$ cat src/rtl/uart_rx_deframer_if.sv
// Deframer-side signal bundle: serial line in, parallel word and status pulses out.
// master is the receiver, slave is the line driver and consumer.
interface uart_rx_deframer_if #(
  parameter int unsigned FRAME_WIDTH = 8
);
  logic                   rx;
  logic [FRAME_WIDTH-1:0] rx_data;
  logic                   rx_valid;
  logic                   frame_err;
  logic                   busy;

  modport master (
    input  rx,
    output rx_data,
    output rx_valid,
    output frame_err,
    output busy
  );

  modport slave (
    output rx,
    input  rx_data,
    input  rx_valid,
    input  frame_err,
    input  busy
  );
endinterface

$ cat src/rtl/uart_rx_deframer.sv
// UART receive deframer: synchronises rx, samples each bit at its midpoint and emits
// one-cycle rx_valid / frame_err pulses per frame.
module uart_rx_deframer #(
  parameter int unsigned CLKS_PER_BIT = 16,
  parameter int unsigned FRAME_WIDTH  = 8,
  parameter int unsigned CNT_WIDTH    = 16,
  parameter int unsigned IDX_WIDTH    = 4
) (
  input logic                clk,
  input logic                rst,
  uart_rx_deframer_if.master bus
);

  localparam logic [CNT_WIDTH-1:0] CntHalf = CNT_WIDTH'(CLKS_PER_BIT / 2 - 1);
  localparam logic [CNT_WIDTH-1:0] CntFull = CNT_WIDTH'(CLKS_PER_BIT - 1);
  localparam logic [IDX_WIDTH-1:0] IdxLast = IDX_WIDTH'(FRAME_WIDTH - 1);

  typedef enum logic [2:0] {
    StIdle,
    StStart,
    StData,
    StStop,
    StWaitHigh
  } state_e;

  state_e                 state_q, state_d;
  logic [CNT_WIDTH-1:0]   cnt_q, cnt_d;
  logic [IDX_WIDTH-1:0]   idx_q, idx_d;
  logic [FRAME_WIDTH-1:0] shift_q, shift_d;
  logic [FRAME_WIDTH-1:0] data_q, data_d;
  logic                   valid_q, valid_d;
  logic                   err_q, err_d;
  logic                   rx_meta, rx_s;

  // Two-flop synchroniser; resets to the idle line level so reset never looks like a start bit.
  always_ff @(posedge clk) begin
    if (rst) begin
      rx_meta <= 1'b1;
      rx_s    <= 1'b1;
    end else begin
      rx_meta <= bus.rx;
      rx_s    <= rx_meta;
    end
  end

  always_ff @(posedge clk) begin
    if (rst) begin
      state_q <= StIdle;
      cnt_q   <= '0;
      idx_q   <= '0;
      shift_q <= '0;
      data_q  <= '0;
      valid_q <= 1'b0;
      err_q   <= 1'b0;
    end else begin
      state_q <= state_d;
      cnt_q   <= cnt_d;
      idx_q   <= idx_d;
      shift_q <= shift_d;
      data_q  <= data_d;
      valid_q <= valid_d;
      err_q   <= err_d;
    end
  end

  always_comb begin
    state_d = state_q;
    cnt_d   = cnt_q;
    idx_d   = idx_q;
    shift_d = shift_q;
    data_d  = data_q;
    valid_d = 1'b0;
    err_d   = 1'b0;

    unique case (state_q)
      StIdle: begin
        cnt_d = '0;
        if (!rx_s) begin
          state_d = StStart;
        end
      end

      StStart: begin
        if (cnt_q == CntHalf) begin
          cnt_d = '0;
          if (!rx_s) begin
            state_d = StData;
            idx_d   = '0;
          end else begin
            // Start bit did not survive to its midpoint: treat as a glitch.
            state_d = StIdle;
          end
        end else begin
          cnt_d = cnt_q + CNT_WIDTH'(1);
        end
      end

      StData: begin
        if (cnt_q == CntFull) begin
          cnt_d   = '0;
          shift_d = {rx_s, shift_q[FRAME_WIDTH-1:1]};
          if (idx_q == IdxLast) begin
            state_d = StStop;
            idx_d   = '0;
          end else begin
            idx_d = idx_q + IDX_WIDTH'(1);
          end
        end else begin
          cnt_d = cnt_q + CNT_WIDTH'(1);
        end
      end

      StStop: begin
        if (cnt_q == CntFull) begin
          cnt_d = '0;
          if (rx_s) begin
            // Leave mid stop bit so a back-to-back start edge is caught without slip.
            data_d  = shift_q;
            valid_d = 1'b1;
            state_d = StIdle;
          end else begin
            err_d   = 1'b1;
            state_d = StWaitHigh;
          end
        end else begin
          cnt_d = cnt_q + CNT_WIDTH'(1);
        end
      end

      StWaitHigh: begin
        cnt_d = '0;
        if (rx_s) begin
          state_d = StIdle;
        end
      end

      default: begin
        state_d = StIdle;
        cnt_d   = '0;
      end
    endcase
  end

  assign bus.rx_data   = data_q;
  assign bus.rx_valid  = valid_q;
  assign bus.frame_err = err_q;
  assign bus.busy      = (state_q != StIdle);

endmodule

$ cat src/flat_wrapper.sv
// flat-port wrapper written by rule: the top's interface ports become plain ports
module uart_rx_deframer_flat 
#(
  parameter int unsigned CLKS_PER_BIT = 16,
  parameter int unsigned FRAME_WIDTH  = 8,
  parameter int unsigned CNT_WIDTH    = 16,
  parameter int unsigned IDX_WIDTH    = 4
)
  (clk, rst, bus_rx, bus_rx_data, bus_rx_valid, bus_frame_err, bus_busy);
  uart_rx_deframer_if #(.FRAME_WIDTH(FRAME_WIDTH)) bus_i ();
  input logic clk;
  input logic rst;
  input wire logic [$bits(bus_i.rx)-1:0] bus_rx;
  output wire logic [$bits(bus_i.rx_data)-1:0] bus_rx_data;
  output wire logic [$bits(bus_i.rx_valid)-1:0] bus_rx_valid;
  output wire logic [$bits(bus_i.frame_err)-1:0] bus_frame_err;
  output wire logic [$bits(bus_i.busy)-1:0] bus_busy;
  assign bus_i.rx = bus_rx;
  assign bus_rx_data = bus_i.rx_data;
  assign bus_rx_valid = bus_i.rx_valid;
  assign bus_frame_err = bus_i.frame_err;
  assign bus_busy = bus_i.busy;
  uart_rx_deframer #(.CLKS_PER_BIT(CLKS_PER_BIT), .FRAME_WIDTH(FRAME_WIDTH), .CNT_WIDTH(CNT_WIDTH), .IDX_WIDTH(IDX_WIDTH)) u_core (.clk(clk), .rst(rst), .bus(bus_i));
endmodule
$ cat config.mk
export PLATFORM = sky130hd
export DESIGN_NAME = uart_rx_deframer_flat
export DESIGN_NICKNAME = d
export VERILOG_FILES = /design/src/rtl/uart_rx_deframer_if.sv /design/src/rtl/uart_rx_deframer.sv /design/src/flat_wrapper.sv
export SDC_FILE = /design/constraint.sdc
export NUM_CORES = 1
export LEC_CHECK = 0
export CORE_ASPECT_RATIO = 0.5
export CORE_MARGIN = 4
export CORE_UTILIZATION = 61
export DETAILED_ROUTE_END_ITERATION = 12
export PLACE_DENSITY = 0.82
export RECOVER_POWER = 100
export SLEW_MARGIN = 20
export SYNTH_ARGS = -nofsm -noshare
export SYNTH_HDL_FRONTEND = slang
export SYNTH_SLANG_ARGS = --single-unit
$ cat constraint.sdc
create_clock -name clk -period 4.7 [get_ports clk]
set_input_delay 0.94 -clock clk [delete_from_list [all_inputs] [get_ports clk]]
set_output_delay 0.94 -clock clk [all_outputs]
set_load 0.005 [all_outputs]
==> flow_summary.rst, run 1 <==
.. list-table::
   :header-rows: 1

   * - Metric
     - Value
   * - Required @ worst endpoint
     - 4870 ps
   * - Num CTS Buffers
     - 5
   * - Final weighted congestion in routability-driven placement
     - 0.867
   * - Routing layer with the top usage in global route
     - met2
   * - Met3 routing resource usage after global routing
     - 0.0619
   * - Critical-path cell with the highest stage delay
     - sky130_fd_sc_hd__dlygate4sd3_1
   * - Pin count of the biggest net entering global routing
     - 34
   * - Startpoint types
     - primary input
   * - Clock Latency Late Sink
     - 290 ps
   * - Number of nets in the layout
     - 236
   * - Fmax achieved
     - between 300 and 400 MHz
   * - Fill count
     - ~250
   * - Number of slew-limit violations in the final report
     - 0
   * - Final setup skew
     - between 2 and 3 ps
   * - Warning count from the yosys run
     - 0
   * - Number of global-route vias before repair
     - 1408
   * - Relative slew slack
     - 0.289
   * - First-pass DRT Iterations
     - 4
   * - Final routed wire length divided by cell count
     - 13.7 µm
   * - Largest fanout on the critical path
     - 33
   * - Endpoint type of the worst setup path
     - register
   * - Post-CTS setup repair buffer count
     - 0
   * - Layout cell share with drive strength beyond 1
     - 0.0560
   * - # IOs
     - 14
   * - Netlist Area Pre-Place
     - 1920 µm²
   * - Clock tree from TritonCTS
     - yes
   * - Synth Net Count
     - between 200 and 250
   * - First-pass GRT wire length
     - about 6100 µm
   * - Mean post-synth cell area
     - 8.58 µm²
   * - Hold depth
     - 1
   * - Highest cell delay on the worst timing path
     - 1240 ps
   * - Crit path kind
     - primary input to register
   * - Met1 track demand over resource
     - 0.227
   * - DIE AREA
     - 4170 µm²
   * - Total of cells resized after clock tree synthesis
     - 0
   * - Total gr overflow
     - 0
   * - Unrepaired setup endpoints after global routing
     - no
   * - Final hold violation count
     - 0
   * - Total of max-cap violations
     - 0
   * - Number of rows in the core area
     - 14
   * - Count of input and output buffers
     - 13
   * - Smallest hold slack
     - around 420 ps
   * - Routed Antenna Nets
     - 0
   * - Post-synthesis sequential element count
     - 43
   * - Width of the die
     - 87.4 µm
   * - Count of different cell masters after synthesis
     - between 40 and 50
   * - Estimated wirelength of the detail-placed design
     - 2510 µm
   * - Largest vdd supply drop
     - 212 µV
   * - Cell count after synthesis
     - 224
   * - Area of the multi-input gates
     - 990 µm²
   * - Tightest Pin Transition
     - 1060 ps
   * - Number of antenna violations at the first check in global routing
     - 0
   * - Cts hold-fix bufs
     - 0
   * - GRT met2 Usage
     - 0.344
   * - Final critical-path required period
     - 2620 ps
   * - Seq. cell area
     - around 860 µm²
   * - Static leakage
     - 0.000727 µW
   * - Global-route total usage across every layer
     - 0.193
   * - Vias after detailed routing
     - 1583
   * - Overall routed net length
     - 3720 µm
   * - Core region area
     - 3010 µm²
   * - Routed vias/inst
     - 5.82
   * - Die outline height
     - 47.7 µm
   * - Accumulated negative setup slack
     - 0 ps
   * - Number of diodes added for antenna fixing
     - 0
   * - Buffers from clock root to sink, at most
     - 2
   * - Power density over the cells
     - 317 nW/µm²
   * - Sink count of the clock tree
     - 43
   * - WP data arrival
     - 2790 ps
   * - Number of cells on the worst reg-to-reg path
     - 5
   * - Result of the run
     - finished clean
   * - CTS H-Tree Depth
     - 2
   * - Synthesis-to-layout area growth
     - 11.7%
   * - Series of cell instances along the critical path
     - dlygate4sd3_1, a211o_1, nor2_1
   * - Iter 0 DRT Violations
     - roughly 140
   * - R2r setup slk
     - 2150 ps
   * - Number of setup violations in the final report
     - 0
   * - Clock edge transition at the registers on the reported setup and hold paths
     - ~70 ps
   * - Cell at the root of the clock tree
     - sky130_fd_sc_hd__clkbuf_8
   * - Proportion of synthesized chip area in sequential cells
     - 0.448
   * - Remaining DRCs
     - 0
   * - Post-route fraction of the period consumed by the critical path
     - 0.557
   * - Starting Density
     - 0.638
   * - Class of the tightest hold or removal check
     - register to register
worst max-delay path, delay by kind of cell:
kind	cells	cell delay (ps)
buffers and inverters	1	1240
AO/OA/AOI/OAI	1	500
AND/OR/NAND/NOR	1	110
cell usage in the layout, fill, tap and decap left out, types with 2 or more instances in the layout:
cell type and count:
sky130_fd_sc_hd__a211o_1 2, sky130_fd_sc_hd__a21oi_1 19, sky130_fd_sc_hd__and2_1 2, sky130_fd_sc_hd__and3_1 3
sky130_fd_sc_hd__and3b_1 2, sky130_fd_sc_hd__clkbuf_8 7, sky130_fd_sc_hd__dfxtp_1 43, sky130_fd_sc_hd__dlygate4sd3_1 12
sky130_fd_sc_hd__ha_1 2, sky130_fd_sc_hd__inv_1 4, sky130_fd_sc_hd__mux2i_1 3, sky130_fd_sc_hd__nand2_1 11
sky130_fd_sc_hd__nand2b_1 4, sky130_fd_sc_hd__nand3_1 19, sky130_fd_sc_hd__nand4_1 5, sky130_fd_sc_hd__nor2_1 21
sky130_fd_sc_hd__nor2b_1 2, sky130_fd_sc_hd__nor3_1 5, sky130_fd_sc_hd__nor3b_1 2, sky130_fd_sc_hd__nor4_1 7
sky130_fd_sc_hd__nor4b_1 2, sky130_fd_sc_hd__o21ai_0 20, sky130_fd_sc_hd__o41ai_1 2, sky130_fd_sc_hd__or2_2 2
sky130_fd_sc_hd__or3b_2 2, sky130_fd_sc_hd__or4_1 2, sky130_fd_sc_hd__xnor2_1 10, sky130_fd_sc_hd__xor2_1 4
where the power goes:
group	switching [µW]	internal (µW)	leakage (µW)
clock network	118	134	0.0000515
logic	27.5	22.7	0.000328
registers	8.71	370	0.000347
layout make-up:
| class | count | area share |
|---|---|---|
| Inverter | 4 | 0.00700 |
| Multi-Input combinational cell | 164 | 0.461 |
| Timing Repair Buffer | 13 | 0.0606 |
| Sequential cell | 43 | 0.401 |
| Tap cell | 40 | 0.0233 |
| Clock buffer | 8 | 0.0466 |
routing by layer:
| metal | up-vias | share of wire |
|---|---|---|
| li1 | 811 | - |
| met1 | 739 | 0.45 |
| met2 | 25 | 0.49 |
| met3 | 8 | 0.038 |
| met4 | 0 | 0.015 |
| met5 | - | 0 |
sequential cells by signal (all words and copies together), names as in the netlist:
signal and count:
u_core.cnt_q 16, u_core.bus.rx_data 8, u_core.shift_q 8, u_core.idx_q 4, u_core.state_q 3, u_core.bus.frame_err 1, u_core.bus.rx_valid 1, u_core.rx_meta 1
u_core.rx_s 1
Yosys cell counts, drive strengths merged:
cell     number  area share
and3          3      0.0098
xor2          4       0.018
o21ai        20       0.052
nor2         21       0.041
ha            2       0.013
and3b         2      0.0091
and2          2      0.0065
or2b          1      0.0039
nor2b         2      0.0065
mux2i         3       0.016
or3           1      0.0033
inv           4      0.0078
a211o         2      0.0091
and4          1      0.0046
o2bb2ai       1      0.0046
nor3          5       0.013
a21oi        19       0.049
o2111ai       1      0.0046
clkbuf        8       0.016
nand2        11       0.021
nor4b         2      0.0091
o31ai         1      0.0039
dfxtp        43        0.45
mux2          2       0.014
o41ai         2      0.0091
nor4          7       0.023
xnor2        10       0.046
nand3b        1      0.0039
buf           5       0.014
nor3b         2      0.0078
or3b          3       0.014
or2           2      0.0065
nand3        19       0.049
nand2b        4       0.013
nand4         6       0.023
or4           2      0.0078
per-stage QoR:
stage / total power [µW] / setup WS, ps / utilization / instances / cell area, µm²
2_1_floorplan: 423 / 2940 / - / 224 / 1920
3_3_place_gp: 436 / 1870 / 0.679 / 264 / 2050
3_5_place_dp: 440 / 1810 / 0.679 / 264 / 2050
4_1_cts: 689 / 2130 / 0.712 / 272 / 2150
5_1_grt: 707 / 1920 / 0.712 / 272 / 2150
6_report: 681 / 2080 / 0.712 / 272 / 2150
final timing paths:
path                    from          endpoint
min reg2reg   u_core.rx_meta       u_core.rx_s
min           u_core.rx_meta       u_core.rx_s
max                      rst  u_core.cnt_q[10]
max reg2reg  u_core.cnt_q[0]   u_core.idx_q[0]
cells by family after synthesis:
| kind of cell | after synthesis | share of synthesized area |
|---|---|---|
| AO/OA/AOI/OAI | 46 | 0.133 |
| flip-flops | 43 | 0.448 |
| XOR/XNOR | 14 | 0.0638 |
| multiplexers | 5 | 0.0293 |
| AND/OR/NAND/NOR | 97 | 0.276 |
| buffers and inverters | 17 | 0.0371 |
| adder cells (fa/ha/maj) | 2 | 0.0130 |
Power figures use the tool's default switching activity.
==> inputs of run 2 (changes only) <==
--- a/config.mk
+++ b/config.mk
@@ -7,9 +7,9 @@
 export LEC_CHECK = 0
 export CORE_ASPECT_RATIO = 0.5
 export CORE_MARGIN = 4
-export CORE_UTILIZATION = 61
+export CORE_UTILIZATION = 51
 export DETAILED_ROUTE_END_ITERATION = 12
-export PLACE_DENSITY = 0.82
+export PLACE_DENSITY = 0.74
 export RECOVER_POWER = 100
 export SLEW_MARGIN = 20
 export SYNTH_ARGS = -nofsm -noshare
==> constraint.sdc (replaced) <==
create_clock -name clk -period 2.25 [get_ports clk]
set_input_delay 0.45 -clock clk [delete_from_list [all_inputs] [get_ports clk]]
set_output_delay 0.45 -clock clk [all_outputs]
set_load 0.005 [all_outputs]
==> flow_summary.rst, run 2 (synthesized netlist as in run 1, its figures left out) <==
.. list-table::
   :header-rows: 1

   * - Metric
     - Value
   * - Largest vdd supply drop
     - 249 µV
   * - Overall routed net length
     - roughly 3800 µm
   * - Most flop-heavy register
     - u_core.cnt_q
   * - Post-route fraction of the period consumed by the critical path
     - 0.927
   * - Relative slew slack
     - 0.668
   * - First-pass GRT wire length
     - 6890 µm
   * - Met1 track demand over resource
     - 0.219
   * - Required @ worst endpoint
     - 1800 ps
   * - Series of cell instances along the critical path
     - inv_1, nand2_1, clkdlybuf4s50_1
   * - GRT met2 Usage
     - 0.299
   * - Final weighted congestion in routability-driven placement
     - between 0.9 and 1
   * - Clock edge transition at the registers on the reported setup and hold paths
     - 90 ps
   * - Sink count of the clock tree
     - 43
   * - Number of antenna violations at the first check in global routing
     - 0
   * - Final hold violation count
     - 0
   * - Estimated wirelength of the detail-placed design
     - 2650 µm
   * - Final standard cell area without fillers
     - 2190 µm²
   * - Total gr overflow
     - 0
   * - Number of diodes added for antenna fixing
     - 0
   * - Static leakage
     - 0.000742 µW
   * - Final critical-path required period
     - 2090 ps
   * - Cell at the root of the clock tree
     - sky130_fd_sc_hd__clkbuf_8
   * - Remaining DRCs
     - 0
   * - Largest register FFs
     - 16
   * - Die outline height
     - between 50 and 60 µm
   * - Routed vias/inst
     - 5.67
   * - Result of the run
     - finished clean
   * - Number of global-route vias before repair
     - 1589
   * - Number of nets in the layout
     - 243
   * - Pin count of the biggest net entering global routing
     - 19
   * - Largest fanout on the critical path
     - 13
   * - Post-placement cell area
     - around 2100 µm²
   * - Met3 routing resource usage after global routing
     - 0.0529
   * - Buffers from clock root to sink, at most
     - 2
   * - Number of rows in the core area
     - 15
   * - Endpoint type of the worst setup path
     - primary output
   * - Accumulated negative setup slack
     - 0 ps
   * - Startpoint types
     - register
   * - Iter 0 DRT Violations
     - 68
   * - Clock Latency Late Sink
     - 300 ps
   * - Count of input and output buffers
     - 13
   * - Clock tree from TritonCTS
     - yes
   * - Highest cell delay on the worst timing path
     - 590 ps
   * - Critical-path cell with the highest stage delay
     - sky130_fd_sc_hd__dfxtp_1
   * - Width of the die
     - 94.8 µm
   * - Routed Antenna Nets
     - 0
   * - Fmax achieved
     - 479 MHz
   * - Finished Core Util
     - 0.622
   * - Vias after detailed routing
     - about 1600
   * - Starting Density
     - 0.545
   * - WP data arrival
     - ~1600 ps
   * - Layout cell share with drive strength beyond 1
     - 0.0879
   * - First-pass DRT Iterations
     - 4
   * - Number of slew-limit violations in the final report
     - 0
   * - Post-CTS setup repair buffer count
     - 0
   * - Num CTS Buffers
     - 5
   * - Power density over the cells
     - 637 nW/µm²
   * - Number of setup violations in the final report
     - 0
   * - Routing layer with the top usage in global route
     - met2
   * - Most common cell after layout, fill and taps aside
     - sky130_fd_sc_hd__dfxtp_1
   * - Total of max-cap violations
     - 0
   * - Highest-count cells in the layout ignoring fill and taps
     - sky130_fd_sc_hd__dfxtp_1 (43), sky130_fd_sc_hd__nor2_1 (21), sky130_fd_sc_hd__o21ai_0 (20)
   * - Cts hold-fix bufs
     - 0
   * - Synthesis-to-layout area growth
     - 14.2%
   * - Final setup skew
     - 7.97 ps
   * - Core region area
     - 3530 µm²
   * - CTS H-Tree Depth
     - 2
   * - DIE AREA
     - a little under 5000 µm²
   * - Final routed wire length divided by cell count
     - 13.2 µm
   * - Tightest Pin Transition
     - 498 ps
   * - Crit path kind
     - register to primary output
   * - # IOs
     - 14
   * - Class of the tightest hold or removal check
     - register to register
   * - Unrepaired setup endpoints after global routing
     - no
   * - Total of cells resized after clock tree synthesis
     - 0
   * - Global-route total usage across every layer
     - 0.179
[run 2: metal layers]
layer	part of all wire	up-vias
met4	0.011	0
met2	0.46	45
met1	0.48	772
met3	0.047	6
met5	0	-
li1	-	822
[run 2: worst paths after layout]
| kind | start | end | slack (ps) | cells after the start |
|---|---|---|---|---|
| setup / recovery | u_core.state_q[2] | bus_busy | 160 | 3 |
| hold / removal | u_core.rx_meta | u_core.rx_s | 420 | 1 |
| setup reg to reg | u_core.cnt_q[10] | u_core.idx_q[0] | 340 | 4 |
| hold reg to reg | u_core.rx_meta | u_core.rx_s | 420 | 1 |
[run 2: final cells by class]
| class | count | area, µm² |
|---|---|---|
| clock buffers | 5 | 68.8 |
| well taps | 51 | 63.8 |
| multi-input cells | 164 | 990 |
| flip-flops and latches | 43 | 861 |
| clock inverters | 3 | 20.0 |
| repair buffers | 20 | 176 |
| inverters | 4 | 15.0 |
| fillers | 330 | 1330 |
[run 2: where the power goes]
part / leakage (µW) / switching, µW / internal, µW
logic: 0.000355 / 58.1 / 51.9
clock network: 0.0000402 / 281 / 216
registers: 0.000347 / 17.3 / 773
[run 2: critical path: cells and delay by family, from the launching register on]
kind          cells  cell delay (ps)
buf+inv           2              650
flops             1              590
simple gates      1               90
[run 2: metrics by stage]
stage | power [µW] | hold slack, ps | setup WS, ps | instances
2_1_floorplan | 883 | 389 | 493 | 224
3_3_place_gp | 917 | 396 | 452 | 282
3_5_place_dp | 919 | 396 | 396 | 282
4_1_cts | 1400 | 417 | 185 | 290
5_1_grt | 1460 | 451 | 59.3 | 290
6_report | 1400 | 417 | 163 | 290
==> inputs of run 3 (changes only) <==
--- a/config.mk
+++ b/config.mk
@@ -5,11 +5,12 @@
 export SDC_FILE = /design/constraint.sdc
 export NUM_CORES = 1
 export LEC_CHECK = 0
+export ABC_AREA = 1
 export CORE_ASPECT_RATIO = 0.5
 export CORE_MARGIN = 4
-export CORE_UTILIZATION = 51
+export CORE_UTILIZATION = 58
 export DETAILED_ROUTE_END_ITERATION = 12
-export PLACE_DENSITY = 0.74
+export PLACE_DENSITY = 0.78
 export RECOVER_POWER = 100
 export SLEW_MARGIN = 20
 export SYNTH_ARGS = -nofsm -noshare
==> constraint.sdc (replaced) <==
create_clock -name clk -period 2.2 [get_ports clk]
set_input_delay 0.44 -clock clk [delete_from_list [all_inputs] [get_ports clk]]
set_output_delay 0.44 -clock clk [all_outputs]
set_load 0.005 [all_outputs]
==> flow_summary.rst, run 3 <==
.. list-table::
   :header-rows: 1

   * - Metric
     - Value
   * - Accumulated negative setup slack
     - 0 ps
   * - Highest-count cells in the layout ignoring fill and taps
     - sky130_fd_sc_hd__nand2_1 (54), sky130_fd_sc_hd__dfxtp_1 (43), sky130_fd_sc_hd__nor2_1 (32)
   * - Total of cells resized after clock tree synthesis
     - 0
   * - Yosys top cell area share
     - 0.408
   * - # IOs
     - 14
   * - Synth async-reset ratio
     - 0
   * - Post-synthesis sequential element count
     - 43
   * - Number of slew-limit violations in the final report
     - 0
   * - Startpoint types
     - register
   * - Number of setup violations in the final report
     - 0
   * - Final critical-path required period
     - 2000 ps
   * - Critical Path Source
     - u_core.state_q[2]
   * - Num CTS Buffers
     - 5
   * - Power density over the cells
     - 808 nW/µm²
   * - Fill count
     - 285
   * - Unrepaired setup endpoints after global routing
     - no
   * - Netlist Area Pre-Place
     - 2110 µm²
   * - Largest fanout on the critical path
     - 7
   * - Result of the run
     - finished clean
   * - Number of global-route vias before repair
     - 1601
   * - Starting Density
     - 0.608
   * - Series of cell instances along the critical path
     - inv_2, nand2_1, dlygate4sd3_1
   * - Number of antenna violations at the first check in global routing
     - 0
   * - Required @ worst endpoint
     - 1760 ps
   * - Final Total Pwr
     - ~1900 µW
   * - Overall routed net length
     - 3780 µm
   * - Clock Latency Late Sink
     - 300 ps
   * - Mean post-synth cell area
     - 8.15 µm²
   * - Cell at the root of the clock tree
     - sky130_fd_sc_hd__clkbuf_8
   * - Core region area
     - 3470 µm²
   * - Count of different cell masters after synthesis
     - 34
   * - Ranking of synthesized cells by instance count
     - sky130_fd_sc_hd__nand2_1 (53), sky130_fd_sc_hd__dfxtp_1 (43), sky130_fd_sc_hd__nor2_1 (32)
   * - Endpoint type of the worst setup path
     - primary output
   * - Number of rows in the core area
     - 15
   * - Iter 0 DRT Violations
     - 32
   * - Sink count of the clock tree
     - 43
   * - Global-route total usage across every layer
     - 0.182
   * - Critical-path cell with the highest stage delay
     - sky130_fd_sc_hd__dlygate4sd3_1
   * - Relative slew slack
     - 0.427
   * - Post-route fraction of the period consumed by the critical path
     - 0.908
   * - Fmax achieved
     - 501 MHz
   * - Synth Flop Type
     - sky130_fd_sc_hd__dfxtp_1
   * - Synth Net Count
     - 264
   * - DIE AREA
     - 4730 µm²
   * - Crit path kind
     - register to primary output
   * - Static leakage
     - around 0.00086 µW
   * - Top post-synthesis cells by area
     - sky130_fd_sc_hd__dfxtp_1 (41%), sky130_fd_sc_hd__nand2_1 (9.4%), sky130_fd_sc_hd__nor2_4 (5.9%)
   * - Buffers from clock root to sink, at most
     - 2
   * - Cell count after synthesis
     - approximately 260
   * - Number of nets in the layout
     - 282
   * - Final setup skew
     - 7.98 ps
   * - Tightest Pin Transition
     - 855 ps
   * - Die outline height
     - between 50 and 60 µm
   * - Estimated wirelength of the detail-placed design
     - about 2700 µm
   * - Clock edge transition at the registers on the reported setup and hold paths
     - approximately 90 ps
   * - Width of the die
     - 93.3 µm
   * - Pin count of the biggest net entering global routing
     - 17
   * - First-pass DRT Iterations
     - 4
   * - Layout cell share with drive strength beyond 1
     - 0.147
   * - Routed vias/inst
     - 5.06
   * - CTS H-Tree Depth
     - 2
   * - Final weighted congestion in routability-driven placement
     - 0.917
   * - Final routed wire length divided by cell count
     - 11.5 µm
   * - Cts hold-fix bufs
     - 0
   * - Remaining DRCs
     - 0
   * - Highest cell delay on the worst timing path
     - roughly 570 ps
   * - Number of diodes added for antenna fixing
     - 0
   * - Total of max-cap violations
     - 0
   * - Warning count from the yosys run
     - 0
   * - Most common cell after layout, fill and taps aside
     - sky130_fd_sc_hd__nand2_1
   * - Count of input and output buffers
     - 13
   * - Most flop-heavy register
     - u_core.cnt_q
   * - Count of flip-flops with a built-in enable after synthesis
     - 0
   * - Synthesis-to-layout area growth
     - 12.1%
   * - Clock tree from TritonCTS
     - yes
   * - Class of the tightest hold or removal check
     - register to register
   * - Post-CTS setup repair buffer count
     - 0
   * - Post-synth top area cell
     - sky130_fd_sc_hd__dfxtp_1
   * - Largest register FFs
     - 16
   * - Most frequently used cell type in the post-synthesis netlist
     - sky130_fd_sc_hd__nand2_1
   * - First-pass GRT wire length
     - around 7000 µm
   * - Final hold violation count
     - 0
   * - WP data arrival
     - 1560 ps
   * - Largest vdd supply drop
     - about 450 µV
   * - Routed Antenna Nets
     - 0
   * - Startpoint of the most critical register-to-register path
     - u_core.cnt_q[0]
   * - Vias after detailed routing
     - between 1500 and 2000
   * - Proportion of synthesized chip area in sequential cells
     - 0.408
   * - Min-Delay Startpoint
     - u_core.rx_meta
   * - Total gr overflow
     - 0
run 3: cell count changes in the layout (fill, tap and decap cells not counted), moves of 5 or more:
cell,previous run,this run
sky130_fd_sc_hd__nor4_1,7,0
sky130_fd_sc_hd__xnor2_1,10,4
sky130_fd_sc_hd__o21ai_0,20,13
sky130_fd_sc_hd__nand2_2,0,5
sky130_fd_sc_hd__nand3_1,19,8
sky130_fd_sc_hd__nor2_4,0,11
sky130_fd_sc_hd__nor2_1,21,32
sky130_fd_sc_hd__nand2_1,11,54
sky130_fd_sc_hd__inv_1,4,24
run 3: per-layer routing:
layer / wire length [µm] / global-route usage / up-vias / part of all wire
li1: - / - / 868 / -
met4: 34 / 0.0730 / 0 / 0.0090
met1: 1810 / 0.208 / 772 / 0.48
met3: 106 / 0.0494 / 5 / 0.028
met2: 1830 / 0.323 / 21 / 0.48
met5: 0 / 0 / - / 0
run 3: where the power goes:
part / switching [µW] / internal [µW]
Combinational: 287 / 150
Clock: 285 / 338
Sequential: 45.7 / 807
run 3: final timing paths:
path                            slack (ps)          endpoint  depth (start not counted)
worst min register to register         430       u_core.rx_s                          1
worst max register to register         260  u_core.cnt_q[10]                          8
worst max-delay path                   200          bus_busy                          3
worst min-delay path                   430       u_core.rx_s                          1
run 3: area by class of cell:
class,count,area (µm²),share of cell area
clock buffers,5,68.8,0.0291
clock inverters,3,43.8,0.0185
inverters,26,97.6,0.0412
multi-input cells,186,1090,0.461
flip-flops and latches,43,861,0.364
well taps,51,63.8,0.0270
repair buffers,15,141,0.0598
run 3: kinds of logic (layout without fill, tap and decap cells):
kind of cell | after synthesis | in the layout | synth area share
compound gates | 38 | 38 | 0.107
xor+xnor | 11 | 11 | 0.0456
fa+ha+maj | 2 | 2 | 0.0119
buf+inv | 30 | 49 | 0.0646
flops | 43 | 43 | 0.408
simple gates | 135 | 135 | 0.363
run 3: metrics by stage:
step                      setup slack [ps]   util  cell area [µm²]  hold slack, ps  std cells
after CTS                              258  0.689             2390             428        329
after global placement                 428  0.657             2280             393        321
after floorplan                        614      -             2110             389        259
final                                  203  0.681             2370             425        329
after global routing                   107  0.681             2370             440        329
after detailed placement               343  0.657             2280             403        321
run 3: critical path, delay by kind of cell (launching register included):
family	cells	cell delay, ps
buf+inv	2	650
flops	1	530
simple gates	1	80
